`config.mk`:
```
export PLATFORM = sky130hd
export DESIGN_NAME = uart_rx
export DESIGN_NICKNAME = d
export VERILOG_FILES = /design/src/rtl/uart_pkg.sv /design/src/rtl/uart_baud_cnt.sv /design/src/rtl/uart_rx.sv
export SDC_FILE = /design/constraint.sdc
export NUM_CORES = 1
export LEC_CHECK = 0
export BUFFER_PORTS_ARGS = -buffer_cell sky130_fd_sc_hd__buf_2
export CORE_AREA = 2 2 69 51
export DETAILED_ROUTE_END_ITERATION = 10
export DIE_AREA = 0 0 71 53
export GPL_TIMING_DRIVEN = 0
export MAX_ROUTING_LAYER = met4
export PLACE_DENSITY_LB_ADDON = 0.05
export SLEW_MARGIN = 20
export SYNTH_ARGS = -nofsm -noshare
export SYNTH_HDL_FRONTEND = slang
export SYNTH_SLANG_ARGS = --single-unit
```
`constraint.sdc`:
```
create_clock -name clk_i -period 1.98 [get_ports clk_i]
set_input_delay 0.396 -clock clk_i [delete_from_list [all_inputs] [get_ports clk_i]]
set_output_delay 0.396 -clock clk_i [all_outputs]
set_load 0.05 [all_outputs]
```
`src/rtl/uart_pkg.sv`:
```
// Shared UART definitions: receiver FSM encoding, bit-period arithmetic and
// payload-width legality check. Used by uart_rx and uart_baud_cnt.
package uart_pkg;

    typedef enum logic [2:0] {
        ST_IDLE,
        ST_START,
        ST_DATA,
        ST_PARITY,
        ST_STOP,
        ST_BREAK
    } rx_state_e;

    // Clock cycles per serial bit, integer-truncated.
    function automatic int clks_per_bit(input int clk_freq, input int baud);
        return clk_freq / baud;
    endfunction

    // Payload widths the receiver supports.
    function automatic bit data_bits_ok(input int data_bits);
        return (data_bits >= 5) && (data_bits <= 8);
    endfunction

endpackage

```
`src/rtl/uart_baud_cnt.sv`:
```
// Bit-period counter: counts 0..CLKS_PER_BIT-1 and wraps, held at 0 while
// restart_i is high. mid_o marks the bit centre, end_o the last cycle of a bit.
module uart_baud_cnt #(
    parameter int CLKS_PER_BIT = 1041
) (
    input  logic clk_i,
    input  logic rst_n_i,
    input  logic restart_i,
    output logic mid_o,
    output logic end_o
);

    localparam int CNT_W = (CLKS_PER_BIT > 2) ? $clog2(CLKS_PER_BIT) : 1;
    localparam logic [CNT_W-1:0] LAST = CNT_W'(CLKS_PER_BIT - 1);
    localparam logic [CNT_W-1:0] MID  = CNT_W'(CLKS_PER_BIT / 2);

    logic [CNT_W-1:0] cnt_q, cnt_d;

    // Next count: wrap at the end of a bit, clear on restart.
    always_comb begin
        cnt_d = cnt_q + CNT_W'(1);
        if (restart_i || (cnt_q == LAST)) begin
            cnt_d = '0;
        end
    end

    // Counter register.
    always_ff @(posedge clk_i or negedge rst_n_i) begin
        if (!rst_n_i) begin
            cnt_q <= '0;
        end else begin
            cnt_q <= cnt_d;
        end
    end

    assign mid_o = (cnt_q == MID);
    assign end_o = (cnt_q == LAST);

endmodule

```
`src/rtl/uart_rx.sv`:
```
// Oversampled UART receiver: start, DATA_BITS LSB-first, optional even parity,
// one stop bit. Output is a valid/ready register with framing/overrun pulses.
// Build option: define UART_RX_PARITY_EN to add the parity bit and parity_err_o.
module uart_rx
    import uart_pkg::*;
#(
    parameter int CLK_FREQ  = 10_000_000,
    parameter int BAUD      = 9600,
    parameter int DATA_BITS = 7
) (
    input  logic                 clk_i,
    input  logic                 rst_n_i,
    input  logic                 uart_rx_i,
    output logic [DATA_BITS-1:0] data_o,
    output logic                 valid_o,
    input  logic                 ready_i,
    output logic                 frame_err_o,
    output logic                 overrun_o
`ifdef UART_RX_PARITY_EN
    ,
    output logic                 parity_err_o
`endif
);

    localparam int CLKS_PER_BIT = clks_per_bit(CLK_FREQ, BAUD);
    localparam logic [2:0] LAST_BIT = 3'(DATA_BITS - 1);

    if (!data_bits_ok(DATA_BITS)) begin : g_bad_data_bits
        $error("uart_rx: DATA_BITS must be in 5..8");
    end

    logic                 sync1_q, rx_s_q, rx_d1_q, rx_d2_q;
    logic                 samp_q;
    logic                 mid_w;
    logic                 bit_end_unused;
    logic                 vote;
    rx_state_e            state_q, state_d;
    logic [2:0]           bit_q, bit_d;
    logic [DATA_BITS-1:0] shreg_q, shreg_d;
    logic [DATA_BITS-1:0] data_q, data_d;
    logic                 valid_q, valid_d;
    logic                 ferr_q, ferr_d;
    logic                 ovr_q, ovr_d;
    logic                 commit;
`ifdef UART_RX_PARITY_EN
    logic                 par_bad_q, par_bad_d;
    logic                 perr_q, perr_d;
`endif

    // The counter free-runs from the start edge, so its mid strobe stays
    // centred on every following bit; the end strobe is not needed here.
    uart_baud_cnt #(
        .CLKS_PER_BIT(CLKS_PER_BIT)
    ) u_baud_cnt (
        .clk_i    (clk_i),
        .rst_n_i  (rst_n_i),
        .restart_i(state_q == ST_IDLE),
        .mid_o    (mid_w),
        .end_o    (bit_end_unused)
    );

    // Two-flop synchroniser plus two history taps for the majority vote.
    always_ff @(posedge clk_i or negedge rst_n_i) begin
        if (!rst_n_i) begin
            sync1_q <= 1'b1;
            rx_s_q  <= 1'b1;
            rx_d1_q <= 1'b1;
            rx_d2_q <= 1'b1;
            samp_q  <= 1'b0;
        end else begin
            sync1_q <= uart_rx_i;
            rx_s_q  <= sync1_q;
            rx_d1_q <= rx_s_q;
            rx_d2_q <= rx_d1_q;
            samp_q  <= mid_w;
        end
    end

    // One cycle after the mid strobe the taps hold samples at mid-1, mid, mid+1.
    assign vote = (rx_s_q & rx_d1_q) | (rx_s_q & rx_d2_q) | (rx_d1_q & rx_d2_q);

    // FSM next state, shift register, and output register next values.
    always_comb begin
        state_d = state_q;
        bit_d   = bit_q;
        shreg_d = shreg_q;
        data_d  = data_q;
        valid_d = valid_q;
        ferr_d  = 1'b0;
        ovr_d   = 1'b0;
        commit  = 1'b0;
`ifdef UART_RX_PARITY_EN
        par_bad_d = par_bad_q;
        perr_d    = 1'b0;
`endif
        if (valid_q && ready_i) begin
            valid_d = 1'b0;
        end
        case (state_q)
            ST_IDLE: begin
                if (rx_d1_q && !rx_s_q) begin
                    state_d = ST_START;
                end
            end
            ST_START: begin
                if (samp_q) begin
                    if (vote) begin
                        state_d = ST_IDLE;
                    end else begin
                        state_d = ST_DATA;
                        bit_d   = '0;
`ifdef UART_RX_PARITY_EN
                        par_bad_d = 1'b0;
`endif
                    end
                end
            end
            ST_DATA: begin
                if (samp_q) begin
                    shreg_d = {vote, shreg_q[DATA_BITS-1:1]};
                    if (bit_q == LAST_BIT) begin
`ifdef UART_RX_PARITY_EN
                        state_d = ST_PARITY;
`else
                        state_d = ST_STOP;
`endif
                    end else begin
                        bit_d = bit_q + 3'd1;
                    end
                end
            end
`ifdef UART_RX_PARITY_EN
            ST_PARITY: begin
                if (samp_q) begin
                    if (vote != (^shreg_q)) begin
                        perr_d    = 1'b1;
                        par_bad_d = 1'b1;
                    end
                    state_d = ST_STOP;
                end
            end
`endif
            ST_STOP: begin
                if (samp_q) begin
                    if (vote) begin
`ifdef UART_RX_PARITY_EN
                        commit = !par_bad_q;
`else
                        commit = 1'b1;
`endif
                        state_d = ST_IDLE;
                    end else begin
                        ferr_d  = 1'b1;
                        state_d = ST_BREAK;
                    end
                end
            end
            ST_BREAK: begin
                if (rx_s_q) begin
                    state_d = ST_IDLE;
                end
            end
            default: state_d = ST_IDLE;
        endcase
        // A full output slot that is not being drained drops the new frame.
        if (commit) begin
            if (valid_q && !ready_i) begin
                ovr_d = 1'b1;
            end else begin
                data_d  = shreg_q;
                valid_d = 1'b1;
            end
        end
    end

    // FSM, shift register and output registers.
    always_ff @(posedge clk_i or negedge rst_n_i) begin
        if (!rst_n_i) begin
            state_q <= ST_IDLE;
            bit_q   <= '0;
            shreg_q <= '0;
            data_q  <= '0;
            valid_q <= 1'b0;
            ferr_q  <= 1'b0;
            ovr_q   <= 1'b0;
`ifdef UART_RX_PARITY_EN
            par_bad_q <= 1'b0;
            perr_q    <= 1'b0;
`endif
        end else begin
            state_q <= state_d;
            bit_q   <= bit_d;
            shreg_q <= shreg_d;
            data_q  <= data_d;
            valid_q <= valid_d;
            ferr_q  <= ferr_d;
            ovr_q   <= ovr_d;
`ifdef UART_RX_PARITY_EN
            par_bad_q <= par_bad_d;
            perr_q    <= perr_d;
`endif
        end
    end

    assign data_o      = data_q;
    assign valid_o     = valid_q;
    assign frame_err_o = ferr_q;
    assign overrun_o   = ovr_q;
`ifdef UART_RX_PARITY_EN
    assign parity_err_o = perr_q;
`endif

endmodule
```
Word-level counts from Yosys, hierarchy flattened
Cells that the tools add are included.

storage, ports and cells
  register bits after elaboration = 39
  bits in latches = 0
  RAM bits = 0
  ROM bits = 0
  logic and storage cells = 74
  memories kept = 0

cells by class
  add/sub/neg operators = 2
  multiply operators = 0
  divide/modulo/power cells = 0
  $lt $le $gt $ge = 0
  eq/ne operators = 15
  shifts and indexed selects = 0
  multiplexer cells = 26
  bitwise operators = 6
  reductions and logical operators = 12

operator list
  cell                                                   number
  two-way mux 3 bit                                      11
  != test 2 bit, second input constant                   8
  one-hot mux 3 bit (5 select lines)                     1
  adder 11 x 1 -> 11 bit, second input constant          1
  equality test 11 x 10 -> 1 bit, second input constant  1
  equality test 11 bit, second input constant            1
  two-way mux 1 bit                                      11
  two-way mux 11 bit                                     1
  equality test 3 bit, second input constant             3
  one-hot mux 3 bit (2 select lines)                     1
  AND reduction 6 bit                                    1
  AND reduction 5 bit                                    1
  AND reduction 2 bit                                    2
  adder 3 x 1 -> 3 bit, second input constant            1
  AND 1 bit                                              3
  equality test 3 x 1 -> 1 bit, second input constant    1
  equality test 3 x 2 -> 1 bit, second input constant    1
  logical AND 1 bit                                      3
  logical NOT 3 bit                                      1
  logical NOT 1 bit                                      2
  two-way mux 2 bit                                      1
  OR 1 bit                                               2
  nonzero test 2 bit                                     1
  logical OR 1 bit                                       1
  inverter 1 bit                                         1

Depth between registers and ports, before layout
Gate-level depths: netlist of the first run.

  depth after elaboration = 7
  gate-level depth with buffers = 6

By module
A second synthesis of the first run with hierarchy kept.

second synthesis, totals
  cells, all modules = 152
  area, all modules = 1,811.7 µm²

modules (own cells, without submodules)
  module         instances  cells an instance  area each (µm²)  seq. area each (µm²)
  uart_rx        1          92                 1,223.7          705.7
  uart_baud_cnt  1          60                 588.1            275.3

Worst setup path before layout of the first run
OpenSTA, ideal clock, no wires.

  path type = reg-to-reg
  from = register u_baud_cnt.cnt_q[0]
  to = register u_baud_cnt.cnt_q[10]
  library setup time = 0.078 ns
  arrival time = 1.356 ns
  setup slack = 0.547 ns
  cell stages (with the launch flop) = 5
  buffers on the path = 0
  period minus slack after synthesis = 1.433 ns
  cell sequence = dfrtp_1 > ha_1 > nand4_2 > or4_1 > a21boi_1

on the way
  word-level cells in the longest chain between the ends = 3

RTL lines
  what                                                            RTL line             source
  start: declaration                                              uart_baud_cnt.sv:17  logic [CNT_W-1:0] cnt_q, cnt_d;
  start signal: assignment                                        uart_baud_cnt.sv:32  cnt_q <= cnt_d;
  branches (longest 2 deep; another with adder 11 x 1 -> 11 bit)  --
  two-way mux 11 bit *                                            uart_baud_cnt.sv:22  if (restart_i || (cnt_q == LAST)) begin
  net u_baud_cnt.cnt_d[10]                                        uart_baud_cnt.sv:17

Mark *: on every way through the listed nets, which the timed path passes.
A chain may end at the register's enable or synchronous reset.

Worst setup path after layout of the first run
  from = register u_baud_cnt.cnt_q[0]
  to = register u_baud_cnt.cnt_q[7]

The elaborated chain is that of the path after synthesis.

==> results of run 1 <==
worst paths after layout:
check / slack, ns / from / end / depth (start not counted)
setup / recovery: 0.27 / u_baud_cnt.cnt_q[0]$_DFF_PN0_ / u_baud_cnt.cnt_q[7]$_DFF_PN0_ / 6
hold / removal: 0.21 / rst_n_i / u_baud_cnt.cnt_q[9]$_DFF_PN0_ / 1
setup reg to reg: 0.27 / u_baud_cnt.cnt_q[0]$_DFF_PN0_ / u_baud_cnt.cnt_q[7]$_DFF_PN0_ / 6
hold reg to reg: 0.36 / sync1_q$_DFF_PN1_ / rx_s_q$_DFF_PN1_ / 0
max in group asynchronous: 1.25 / rst_n_i / data_o[5]$_DFFE_PN0P_ / 1
min in group clk_i: 0.21 / uart_rx_i / sync1_q$_DFF_PN1_ / 1
metrics by stage:
step,instances,instance area (µm²),util [%],setup slack (ns)
6_report,204,1950,63.2,0.272
5_1_grt,204,1950,63.2,0.0840
4_1_cts,204,1950,63.2,0.283
3_5_place_dp,196,1850,60.0,0.300
3_3_place_gp,196,1850,60.0,0.384
2_1_floorplan,145,1740,-,0.547
layer usage:
layer	routed length (µm)	GRT usage, %
met5	0	-
met4	41	8.49
met3	78	4.57
met2	1260	26.9
met1	1520	26.0
sequential cells by signal, summed over array words and instances, names as in the netlist, 3 cells and up:
signal            count
u_baud_cnt.cnt_q     11
data_o                7
shreg_q               7
bit_q                 3
state_q               3
power by group through the flow:
stage	combinational, µW	sequential [µW]	clock, µW
global placement	255	893	0
floorplan	196	886	0
global route	306	890	628
detailed placement	264	898	0
finish	266	884	574
CTS	267	883	596
kinds of logic (layout without fill, tap and decap cells):
kind of cell,Yosys count,count (layout)
AND/OR/NAND/NOR,55,55
flip-flops,39,39
multiplexers,15,15
AO/OA/AOI/OAI,14,14
XOR/XNOR,9,9
buffers and inverters,8,29
adder cells (fa/ha/maj),5,5
critical path: cells and delay by family (launching register included):
| family | cells | cell delay (ns) |
|---|---|---|
| simple gates | 4 | 0.91 |
| fa+ha+maj | 1 | 0.15 |
| flops | 1 | 0.43 |
| buf+inv | 1 | 0.08 |
final cells by class:
| type | instances | area [µm²] | area share, % |
|---|---|---|---|
| sequential | 39 | 981 | 50.3 |
| inverter | 7 | 26.3 | 1.35 |
| buffer | 1 | 11.3 | 0.578 |
| timing repair buffer | 13 | 65.1 | 3.34 |
| multi-input combinational | 98 | 718 | 36.8 |
| tap | 38 | 47.5 | 2.44 |
| clock buffer | 8 | 100 | 5.13 |
cell usage in the layout, fill, tap and decap left out, types with 2 or more instances in the layout:
cell type                  synthesis  routed
sky130_fd_sc_hd__nand2_1          11      11
sky130_fd_sc_hd__xor2_1            3       3
sky130_fd_sc_hd__xnor2_1           6       6
sky130_fd_sc_hd__clkbuf_8          0       7
sky130_fd_sc_hd__nor3_1            2       2
sky130_fd_sc_hd__inv_1             7       7
sky130_fd_sc_hd__nor2_1           16      16
sky130_fd_sc_hd__and2b_1           2       2
sky130_fd_sc_hd__ha_1              4       4
sky130_fd_sc_hd__and3_1            2       2
sky130_fd_sc_hd__buf_2             0      13
sky130_fd_sc_hd__nand4_2           2       2
sky130_fd_sc_hd__dfrtp_1          35      35
sky130_fd_sc_hd__a211o_1           2       2
sky130_fd_sc_hd__o41ai_1           2       2
sky130_fd_sc_hd__mux2_2           14      14
sky130_fd_sc_hd__nand3_1           6       6
sky130_fd_sc_hd__nand2b_1          4       4
sky130_fd_sc_hd__a32o_1            2       2
sky130_fd_sc_hd__dfstp_2           4       4
==> impl_results.md, run 1 <==
- Delay contributed by the slowest stage of the critical path: 0.43 ns
- Switching Share: 26.7%
- Number of buffers inserted during clock tree synthesis: 5
- Die Width: 71 µm
- Cell Rows: 17
- Primary flip-flop cell chosen by synthesis mapping: sky130_fd_sc_hd__dfrtp_1
- Number of synthesized flops with an enable pin: 0
- Critical-path cell list: inv_1 -> ha_1 -> nor4b_1 -> nand3_1 -> nand2_1 -> nor2_1
- Post-synthesis compound-gate area fraction: 6.41%
- Critical Path Start Type: flop
- Starting DRC count in detailed routing: 86
- Pwr dens: 884 nW/µm²
- Cell leakage power: 0.000949 µW
- Switching pwr: 459 µW
- Initial DRT Pass Iterations: 4
- Endpoint type of the worst setup path: flop
- Slowest stage cell on the critical path: sky130_fd_sc_hd__dfrtp_1
- Clock tree from TritonCTS: done
- Run status: finished, final reports clean
- Total chip power: 1720 µW
- Fillers: 229
- Synthesis-to-layout area growth: 12.2%
- Final Hold Viols: 0
- Setup repair after global routing missed its margin: false
- Slew at the pin with the worst max-slew slack: 0.829 ns
- Detailed Place HPWL: 1.99 mm
- Num ports: 14
- Portion of the post-synthesis area used by sequential elements: 56.5%
- Fraction of power consumed by combinational cells: 15.4%
- Total of hold buffers inserted after clock tree synthesis: 0
- Die height: 53 µm
- Synth Warn #: 0
- Most frequent cell after synthesis: sky130_fd_sc_hd__dfrtp_1
- Final Setup Violations: 0
- Total DRC errors in the routed layout: 0
- Insertion delay of the later-clocked pin in the worst-skew pair: 0.28 ns
- Number of nets still failing antenna checks after routing: 0
- Max Clk Rate: 0.586 GHz
- Max Transition Viols Final: 0
- Post-CTS setup buffers: 0
- Post-synth net total: 153
- Mean routed wirelength per cell: 14.2 µm
- Max-slew headroom at the worst pin: 44.7%
- Drt total wl: 2.90 mm
- VDD IR max: 0.533 mV
- H-tree depth reported by CTS: 2
- Arithmetic-cell share of the synthesized area counting full adders, half adders and majority gates: 3.53%
- Maximum number of pins on one net before global-route repair: 40
- Average size of a mapped cell: 12.0 µm²
- Number of clock sinks seen by CTS: 39
- Portion of netlist area occupied by mux cells: 9.65%
- Internal power contribution: 1260 µW
- Post-route fraction of the period consumed by the critical path: 86.3%
- Mapped Area: 1740 µm²
- Number of global-route vias before repair: 1122
- Share of total power in the clock network: 33.3%
- Fraction of synthesized cell area in xor and xnor cells: 4.54%
- Final estimated routing congestion in global placement: 0.778
- Path class of the lowest-slack min-delay path: in -> async
- Floorplan core area: 3080 µm²
- Number of maximum-capacitance constraint violations: 0
- Post-Route Setup TNS: 0 ns
- Critical path required time: 2.14 ns
- Number of nets at the end of the flow: 173
- Effective utilization at floorplan: 56.3%
- Congestion Overflow GR: 0
- Count of instances resized after the clock tree is built: 0
- Number of storage elements in the synthesis netlist: 39
- Clock tree root driver cell: sky130_fd_sc_hd__clkbuf_8
- Via density per instance: 5.53
- Post-route clock skew: 0.00361 ns
- CTS max path bufs: 2
- Arrival time at the worst endpoint: 1.87 ns
- Port Buf Inserts: 13
- Fraction of post-synthesis cell area in the top cell type by area: 50.4%
- Post-synth ARST share: 100%
- Tmin final: 1.71 ns
- Ratio of cells with drive above 1 in the final layout: 26.5%
- Cell taking the most area after synthesis: sky130_fd_sc_hd__dfrtp_1
- Number of antenna violations at the first check in global routing: 0
- Crit Path Class: reg -> reg
- Via count: 1129
- Most frequent cells after synthesis: sky130_fd_sc_hd__dfrtp_1 (35), sky130_fd_sc_hd__nor2_1 (16), sky130_fd_sc_hd__mux2_2 (14)
- Distinct cells, synth: 39
- Die outline area: 3760 µm²
- First-pass GRT wire length: 5.13 mm
- Cell count after synthesis: 145
- Fraction of the mapped netlist area in simple logic gates: 17.2%
- Proportion of power drawn by flip-flops and latches: 51.3%
- Main combinational cell family by area after synthesis: simple AND/OR/NAND/NOR gates
- Worst-path clk slew: 0.07 ns
- Worst hold margin: 0.206 ns
- Synth area leaders: sky130_fd_sc_hd__dfrtp_1 (50%), sky130_fd_sc_hd__mux2_2 (9.1%), sky130_fd_sc_hd__dfstp_2 (6.1%)
- Total global routing track utilization: 18.9%
- Max FO, Critical Path: 9
- Antenna fix cells: 0
Note: power is estimated with default switching activity, not from simulation.
==> run 2: changes to the inputs <==
--- a/config.mk
+++ b/config.mk
@@ -5,10 +5,11 @@
 export SDC_FILE = /design/constraint.sdc
 export NUM_CORES = 1
 export LEC_CHECK = 0
+export ABC_AREA = 1
 export BUFFER_PORTS_ARGS = -buffer_cell sky130_fd_sc_hd__buf_2
-export CORE_AREA = 2 2 69 51
+export CORE_AREA = 2 2 71 52
 export DETAILED_ROUTE_END_ITERATION = 10
-export DIE_AREA = 0 0 71 53
+export DIE_AREA = 0 0 73 54
 export GPL_TIMING_DRIVEN = 0
 export MAX_ROUTING_LAYER = met4
 export PLACE_DENSITY_LB_ADDON = 0.05
==> impl_results.md, run 2 <==
- Slew at the pin with the worst max-slew slack: 0.832 ns
- Internal power contribution: 1370 µW
- Number of antenna violations at the first check in global routing: 0
- Floorplan core area: 3360 µm²
- Critical Path Start Type: flop
- Arrival time at the worst endpoint: 1.64 ns
- Area of the multi-input gates: 743 µm²
- Post-Route Setup TNS: 0 ns
- Flip-flop count of the largest register after layout: 11
- Starting DRC count in detailed routing: 59
- Fraction of post-synthesis cell area in the top cell type by area: 47.9%
- Primary flip-flop cell chosen by synthesis mapping: sky130_fd_sc_hd__dfrtp_1
- Max Transition Viols Final: 0
- Run status: finished, final reports clean
- Final Hold Viols: 0
- Share of total power in the clock network: 33.0%
- Number of nets still failing antenna checks after routing: 0
- Port Buf Inserts: 13
- Number of nets at the end of the flow: 244
- Pwr dens: 990 nW/µm²
- Most frequent cell after synthesis: sky130_fd_sc_hd__nand2_1
- Detailed Place HPWL: 2.39 mm
- H-tree depth reported by CTS: 2
- Distinct cells, synth: 23
- Die outline area: 3940 µm²
- Ratio of cells with drive above 1 in the final layout: 14.3%
- Max-slew headroom at the worst pin: 44.5%
- Endpoint type of the worst setup path: flop
- Fillers: 285
- Worst-path clk slew: 0.08 ns
- Average size of a mapped cell: 8.46 µm²
- Synth area leaders: sky130_fd_sc_hd__dfrtp_1 (48%), sky130_fd_sc_hd__nand2_1 (14%), sky130_fd_sc_hd__dfstp_2 (5.7%)
- Die height: 54 µm
- Total global routing track utilization: 20.4%
- VDD IR max: 0.677 mV
- Sequential standard cell area: 981 µm²
- Crit Path Class: reg -> reg
- Cell count after synthesis: 216
- Max Clk Rate: 0.682 GHz
- Reg with most FFs: u_baud_cnt.cnt_q
- Placed cells: 269
- Antenna fix cells: 0
- Number of clock sinks seen by CTS: 39
- CTS max path bufs: 2
- Switching Share: 32.5%
- Via density per instance: 5.01
- Number of global-route vias before repair: 1282
- Switching pwr: 661 µW
- Non-filler cells in the finished layout: 277
- Number of maximum-capacitance constraint violations: 0
- Clock tree from TritonCTS: done
- First-pass GRT wire length: 5.62 mm
- Path class of the lowest-slack min-delay path: in -> async
- Mapped Area: 1830 µm²
- Cell leakage power: 0.00107 µW
- Setup repair after global routing missed its margin: false
- Commonest cells after routing, fill and taps aside: sky130_fd_sc_hd__nand2_1 (68), sky130_fd_sc_hd__dfrtp_1 (35), sky130_fd_sc_hd__nor2_1 (27)
- Congestion Overflow GR: 0
- Tmin final: 1.47 ns
- Post-synth net total: 224
- Cell Rows: 18
- Proportion of power drawn by flip-flops and latches: 45.7%
- Initial DRT Pass Iterations: 4
- Critical path required time: 2.16 ns
- Synthesis-to-layout area growth: 12.5%
- Post-route fraction of the period consumed by the critical path: 74.1%
- Drt total wl: 3.39 mm
- Maximum number of pins on one net before global-route repair: 40
- Total DRC errors in the routed layout: 0
- Post-CTS setup buffers: 0
- Die Width: 73 µm
- Total of hold buffers inserted after clock tree synthesis: 0
- Via count: 1388
- Fraction of power consumed by combinational cells: 21.3%
- Clock tree root driver cell: sky130_fd_sc_hd__clkbuf_8
- Num ports: 14
- Cell taking the most area after synthesis: sky130_fd_sc_hd__dfrtp_1
- Most common cell after layout, fill and taps aside: sky130_fd_sc_hd__nand2_1
- Number of buffers inserted during clock tree synthesis: 5
- Portion of the post-synthesis area used by sequential elements: 53.7%
- Post-synth ARST share: 100%
- Final estimated routing congestion in global placement: 0.929
- Insertion delay of the later-clocked pin in the worst-skew pair: 0.30 ns
- Mean routed wirelength per cell: 12.2 µm
- Number of synthesized flops with an enable pin: 0
- Post-route clock skew: 0.00839 ns
- Synth Warn #: 0
- Effective utilization at floorplan: 54.5%
- Final Setup Violations: 0
- Most frequent cells after synthesis: sky130_fd_sc_hd__nand2_1 (68), sky130_fd_sc_hd__dfrtp_1 (35), sky130_fd_sc_hd__nor2_1 (27)
- Max FO, Critical Path: 10
- Count of instances resized after the clock tree is built: 0
- Number of storage elements in the synthesis netlist: 39
==> run 2: cell count changes in the layout (fill, tap and decap cells not counted), moves of 4 or more <==
| cell | change |
|---|---|
| sky130_fd_sc_hd__nand2_1 | +57 |
| sky130_fd_sc_hd__nor2_1 | +11 |
| sky130_fd_sc_hd__nand2b_1 | -4 |
| sky130_fd_sc_hd__xor2_1 | +5 |
| sky130_fd_sc_hd__o21ai_0 | +14 |
| sky130_fd_sc_hd__inv_1 | +18 |
| sky130_fd_sc_hd__nand3_1 | +5 |
| sky130_fd_sc_hd__xnor2_1 | -5 |
| sky130_fd_sc_hd__mux2_2 | -14 |
==> run 2: routing by layer <==
layer,vias to the layer above,wire [µm],GRT usage (%)
met2,41,1490,28.8
met4,0,46,9.26
met5,-,0,-
li1,707,-,-
met3,7,190,7.87
met1,633,1670,26.0
==> run 2: final cells by class <==
class                      instances  share of cell area (%)
tap                               40                    2.43
clock inverter                     3                    2.13
timing repair buffer              13                    3.16
multi-input combinational        150                    36.2
inverter                          26                    4.81
sequential                        39                    47.7
clock buffer                       5                    3.35
buffer                             1                   0.243
==> run 2: per-stage QoR <==
step / utilization [%] / area, µm² / worst slack (ns) / hold slack (ns) / power, µW
after floorplan: - / 1830 / 0.520 / 0.100 / 1250
after global placement: 57.9 / 1940 / 0.578 / 0.348 / 1340
after detailed placement: 57.9 / 1940 / 0.549 / 0.349 / 1370
after CTS: 61.3 / 2060 / 0.521 / 0.190 / 2040
after global routing: 61.3 / 2060 / 0.367 / 0.177 / 2170
final: 61.3 / 2060 / 0.514 / 0.198 / 2030
==> run 2: cells by family (layout without fill, tap and decap cells) <==
logic type / Yosys count / count (layout) / share of synthesized area [%]
AOI/OAI and AO/OA: 16 / 16 / 4.59
and+or+nand+nor: 121 / 121 / 29.0
buffers and inverters: 27 / 48 / 5.68
adders and majority gates: 4 / 4 / 2.74
xor gates and xnor gates: 9 / 9 / 4.31
DFF: 39 / 39 / 53.7
==> run 2: worst paths after layout <==
path / from / to / slack, ns / depth (start not counted)
min reg2reg: sync1_q$_DFF_PN1_ / rx_s_q$_DFF_PN1_ / 0.36 / 0
min: rst_n_i / u_baud_cnt.cnt_q[10]$_DFF_PN0_ / 0.20 / 1
max reg2reg: u_baud_cnt.cnt_q[0]$_DFF_PN0_ / u_baud_cnt.cnt_q[1]$_DFF_PN0_ / 0.51 / 7
max: u_baud_cnt.cnt_q[0]$_DFF_PN0_ / u_baud_cnt.cnt_q[1]$_DFF_PN0_ / 0.51 / 7
max in group asynchronous: rst_n_i / u_baud_cnt.cnt_q[4]$_DFF_PN0_ / 1.26 / 1
min in group clk_i: uart_rx_i / sync1_q$_DFF_PN1_ / 0.20 / 1
==> run 2: critical path, stage by stage, from the launching register on <==
cell and delay (ns):
sky130_fd_sc_hd__dfrtp_1 0.46, sky130_fd_sc_hd__inv_1 0.11, sky130_fd_sc_hd__ha_1 0.15, sky130_fd_sc_hd__nand2_1 0.08
sky130_fd_sc_hd__nand3b_1 0.16, sky130_fd_sc_hd__nand2_1 0.09, sky130_fd_sc_hd__buf_2 0.23, sky130_fd_sc_hd__nor2_1 0.07
==> run 2: power by group through the flow <==
| stage | combinational (µW) | sequential, µW | clock (µW) |
|---|---|---|---|
| floorplan | 330 | 922 | 0 |
| global placement | 407 | 935 | 0 |
| detailed placement | 426 | 940 | 0 |
| CTS | 432 | 925 | 680 |
| global route | 503 | 934 | 729 |
| finish | 433 | 931 | 671 |
==> run 3: changes to the inputs <==
==> constraint.sdc (replaced) <==
create_clock -name clk_i -period 1.4 [get_ports clk_i]
set_input_delay 0.28 -clock clk_i [delete_from_list [all_inputs] [get_ports clk_i]]
set_output_delay 0.28 -clock clk_i [all_outputs]
set_load 0.05 [all_outputs]
==> impl_results.md, run 3 (synthesis gave the netlist of run 2 again) <==
- Max Clk Rate: 0.712 GHz
- Internal power contribution: 2080 µW
- VDD IR max: 1.06 mV
- Run status: complete, but fails checks
- Fraction of power consumed by combinational cells: 27.4%
- Clock tree from TritonCTS: done
- Port Buf Inserts: 13
- Number of buffers inserted during clock tree synthesis: 5
- Number of maximum-capacitance constraint violations: 0
- Num ports: 14
- Pwr dens: 1420 nW/µm²
- Most Frequent Cell on Critical Path: sky130_fd_sc_hd__nand2_1
- Die Width: 73 µm
- Via density per instance: 5.22
- Max Transition Viols Final: 0
- Placed cells: 269
- Final Hold Viols: 0
- Reg with most FFs: u_baud_cnt.cnt_q
- Number of antenna violations at the first check in global routing: 0
- Path class of the lowest-slack min-delay path: in -> async
- Ratio of cells with drive above 1 in the final layout: 21.7%
- Starting DRC count in detailed routing: 90
- Delay contributed by the slowest stage of the critical path: 0.60 ns
- Critical path required time: 1.64 ns
- Arrival time at the worst endpoint: 1.65 ns
- Congestion Overflow GR: 0
- Initial DRT Pass Iterations: 4
- Antenna fix cells: 0
- Tmin final: 1.40 ns
- Die height: 54 µm
- Switching pwr: 1020 µW
- Total global routing track utilization: 19.9%
- CTS max path bufs: 2
- Number of global-route vias before repair: 1220
- Die outline area: 3940 µm²
- Max-slew headroom at the worst pin: 44.2%
- Slowest stage cell on the critical path: sky130_fd_sc_hd__dfstp_2
- Clock tree root driver cell: sky130_fd_sc_hd__clkbuf_8
- Violated checks: setup timing
- Count of buffer and inverter cells on the critical path: 0
- First-pass GRT wire length: 5.48 mm
- Flip-flop count of the largest register after layout: 11
- Switching Share: 32.9%
- Total DRC errors in the routed layout: 0
- Share of total power in the clock network: 30.5%
- Mean routed wirelength per cell: 13.4 µm
- Slew at the pin with the worst max-slew slack: 0.837 ns
- Setup repair after global routing missed its margin: true
- Number of nets still failing antenna checks after routing: 0
- Worst-path clk slew: 0.08 ns
- Floorplan core area: 3360 µm²
- Insertion delay of the later-clocked pin in the worst-skew pair: 0.30 ns
- Number of clock sinks seen by CTS: 39
- Drt total wl: 3.82 mm
- Proportion of power drawn by flip-flops and latches: 42.2%
- Post-Route Setup TNS: -0.00491 ns
- Total of hold buffers inserted after clock tree synthesis: 0
- Critical Path Start Type: flop
- Crit Path Class: reg -> reg
- Commonest cells after routing, fill and taps aside: sky130_fd_sc_hd__nand2_1 (64), sky130_fd_sc_hd__dfrtp_1 (33), sky130_fd_sc_hd__nor2_1 (25)
- Detailed Place HPWL: 2.46 mm
- Number of nets at the end of the flow: 251
- Area of the multi-input gates: 803 µm²
- Maximum number of pins on one net before global-route repair: 40
- Synthesis-to-layout area growth: 18.9%
- Endpoint type of the worst setup path: flop
- Non-filler cells in the finished layout: 284
- Post-route clock skew: 0.0101 ns
- Fillers: 278
- Largest delay share family, worst path: flip-flops
- Effective utilization at floorplan: 54.5%
- Post-route fraction of the period consumed by the critical path: 100%
- Cell leakage power: 0.00110 µW
- Max FO, Critical Path: 7
- H-tree depth reported by CTS: 2
- Final Setup Violations: 2
- Via count: 1482
- Critical-path cell list: nand2_4 -> a21oi_4 -> nand3_4 -> nor2_8 -> nand2_1 -> nand2_1
- Most common cell after layout, fill and taps aside: sky130_fd_sc_hd__nand2_1
- Cell Rows: 18
- Minimum setup slack in the final design: -0.00471 ns
- Final estimated routing congestion in global placement: 0.936
- Sequential standard cell area: 983 µm²
## run 3: repair_timing
item / CTS / global route
setup endpoints to repair: 11 / 26
endpoints found under the hold margin: 0 / 0
setup buffers: 1 / 4
gates cloned: 0 / 2
pin swaps: 0 / 7
resized for setup: 5 / 18
## run 3: cell type report
class / count / area share (%)
plain buffers: 1 / 0.518
clock buffers: 5 / 3.17
flip-flops and latches: 39 / 45.3
multi-input cells: 151 / 37.0
well taps: 40 / 2.30
inverters: 26 / 4.55
clock inverters: 3 / 2.01
repair buffers: 19 / 5.24
## run 3: power groups by stage
stage / Clock [µW] / Sequential (µW) / Combinational (µW)
after global placement: 0 / 1320 / 576
after floorplan: 0 / 1300 / 466
after CTS: 966 / 1300 / 686
final: 944 / 1310 / 848
after global routing: 1010 / 1310 / 949
after detailed placement: 0 / 1330 / 619
## run 3: final timing paths
kind                              startpoint                            end  slack [ns]  cells after the start
setup / recovery            rx_s_q$_DFF_PN1_          data_o[3]$_DFFE_PN0P_      -0.005                      6
hold / removal                       rst_n_i  u_baud_cnt.cnt_q[6]$_DFF_PN0_        0.08                      1
setup reg to reg            rx_s_q$_DFF_PN1_          data_o[3]$_DFFE_PN0P_      -0.005                      6
hold reg to reg            sync1_q$_DFF_PN1_               rx_s_q$_DFF_PN1_        0.36                      0
max in group asynchronous            rst_n_i  u_baud_cnt.cnt_q[0]$_DFF_PN0_        0.74                      1
min in group clk_i                 uart_rx_i              sync1_q$_DFF_PN1_        0.08                      1
## run 3: routing by layer
layer / global-route usage [%] / routed length (µm) / up-vias
met5: - / 0 / -
met4: 11.1 / 64 / 0
met3: 5.43 / 224 / 8
met2: 30.5 / 1720 / 45
met1: 24.1 / 1800 / 701
li1: - / - / 728
## run 3: metrics by stage
step | utilization, % | power [µW] | setup slack, ns | hold WS (ns) | instance area (µm²)
after floorplan | - | 1770 | 0.0801 | -0.0156 | 1830
after global placement | 58.0 | 1900 | 0.0164 | 0.349 | 1950
after detailed placement | 58.0 | 1950 | -0.0866 | 0.349 | 1950
after CTS | 61.9 | 2950 | 0.00362 | 0.0755 | 2080
after global routing | 64.8 | 3270 | -0.0694 | 0.0741 | 2170
final | 64.8 | 3100 | -0.00471 | 0.0760 | 2170
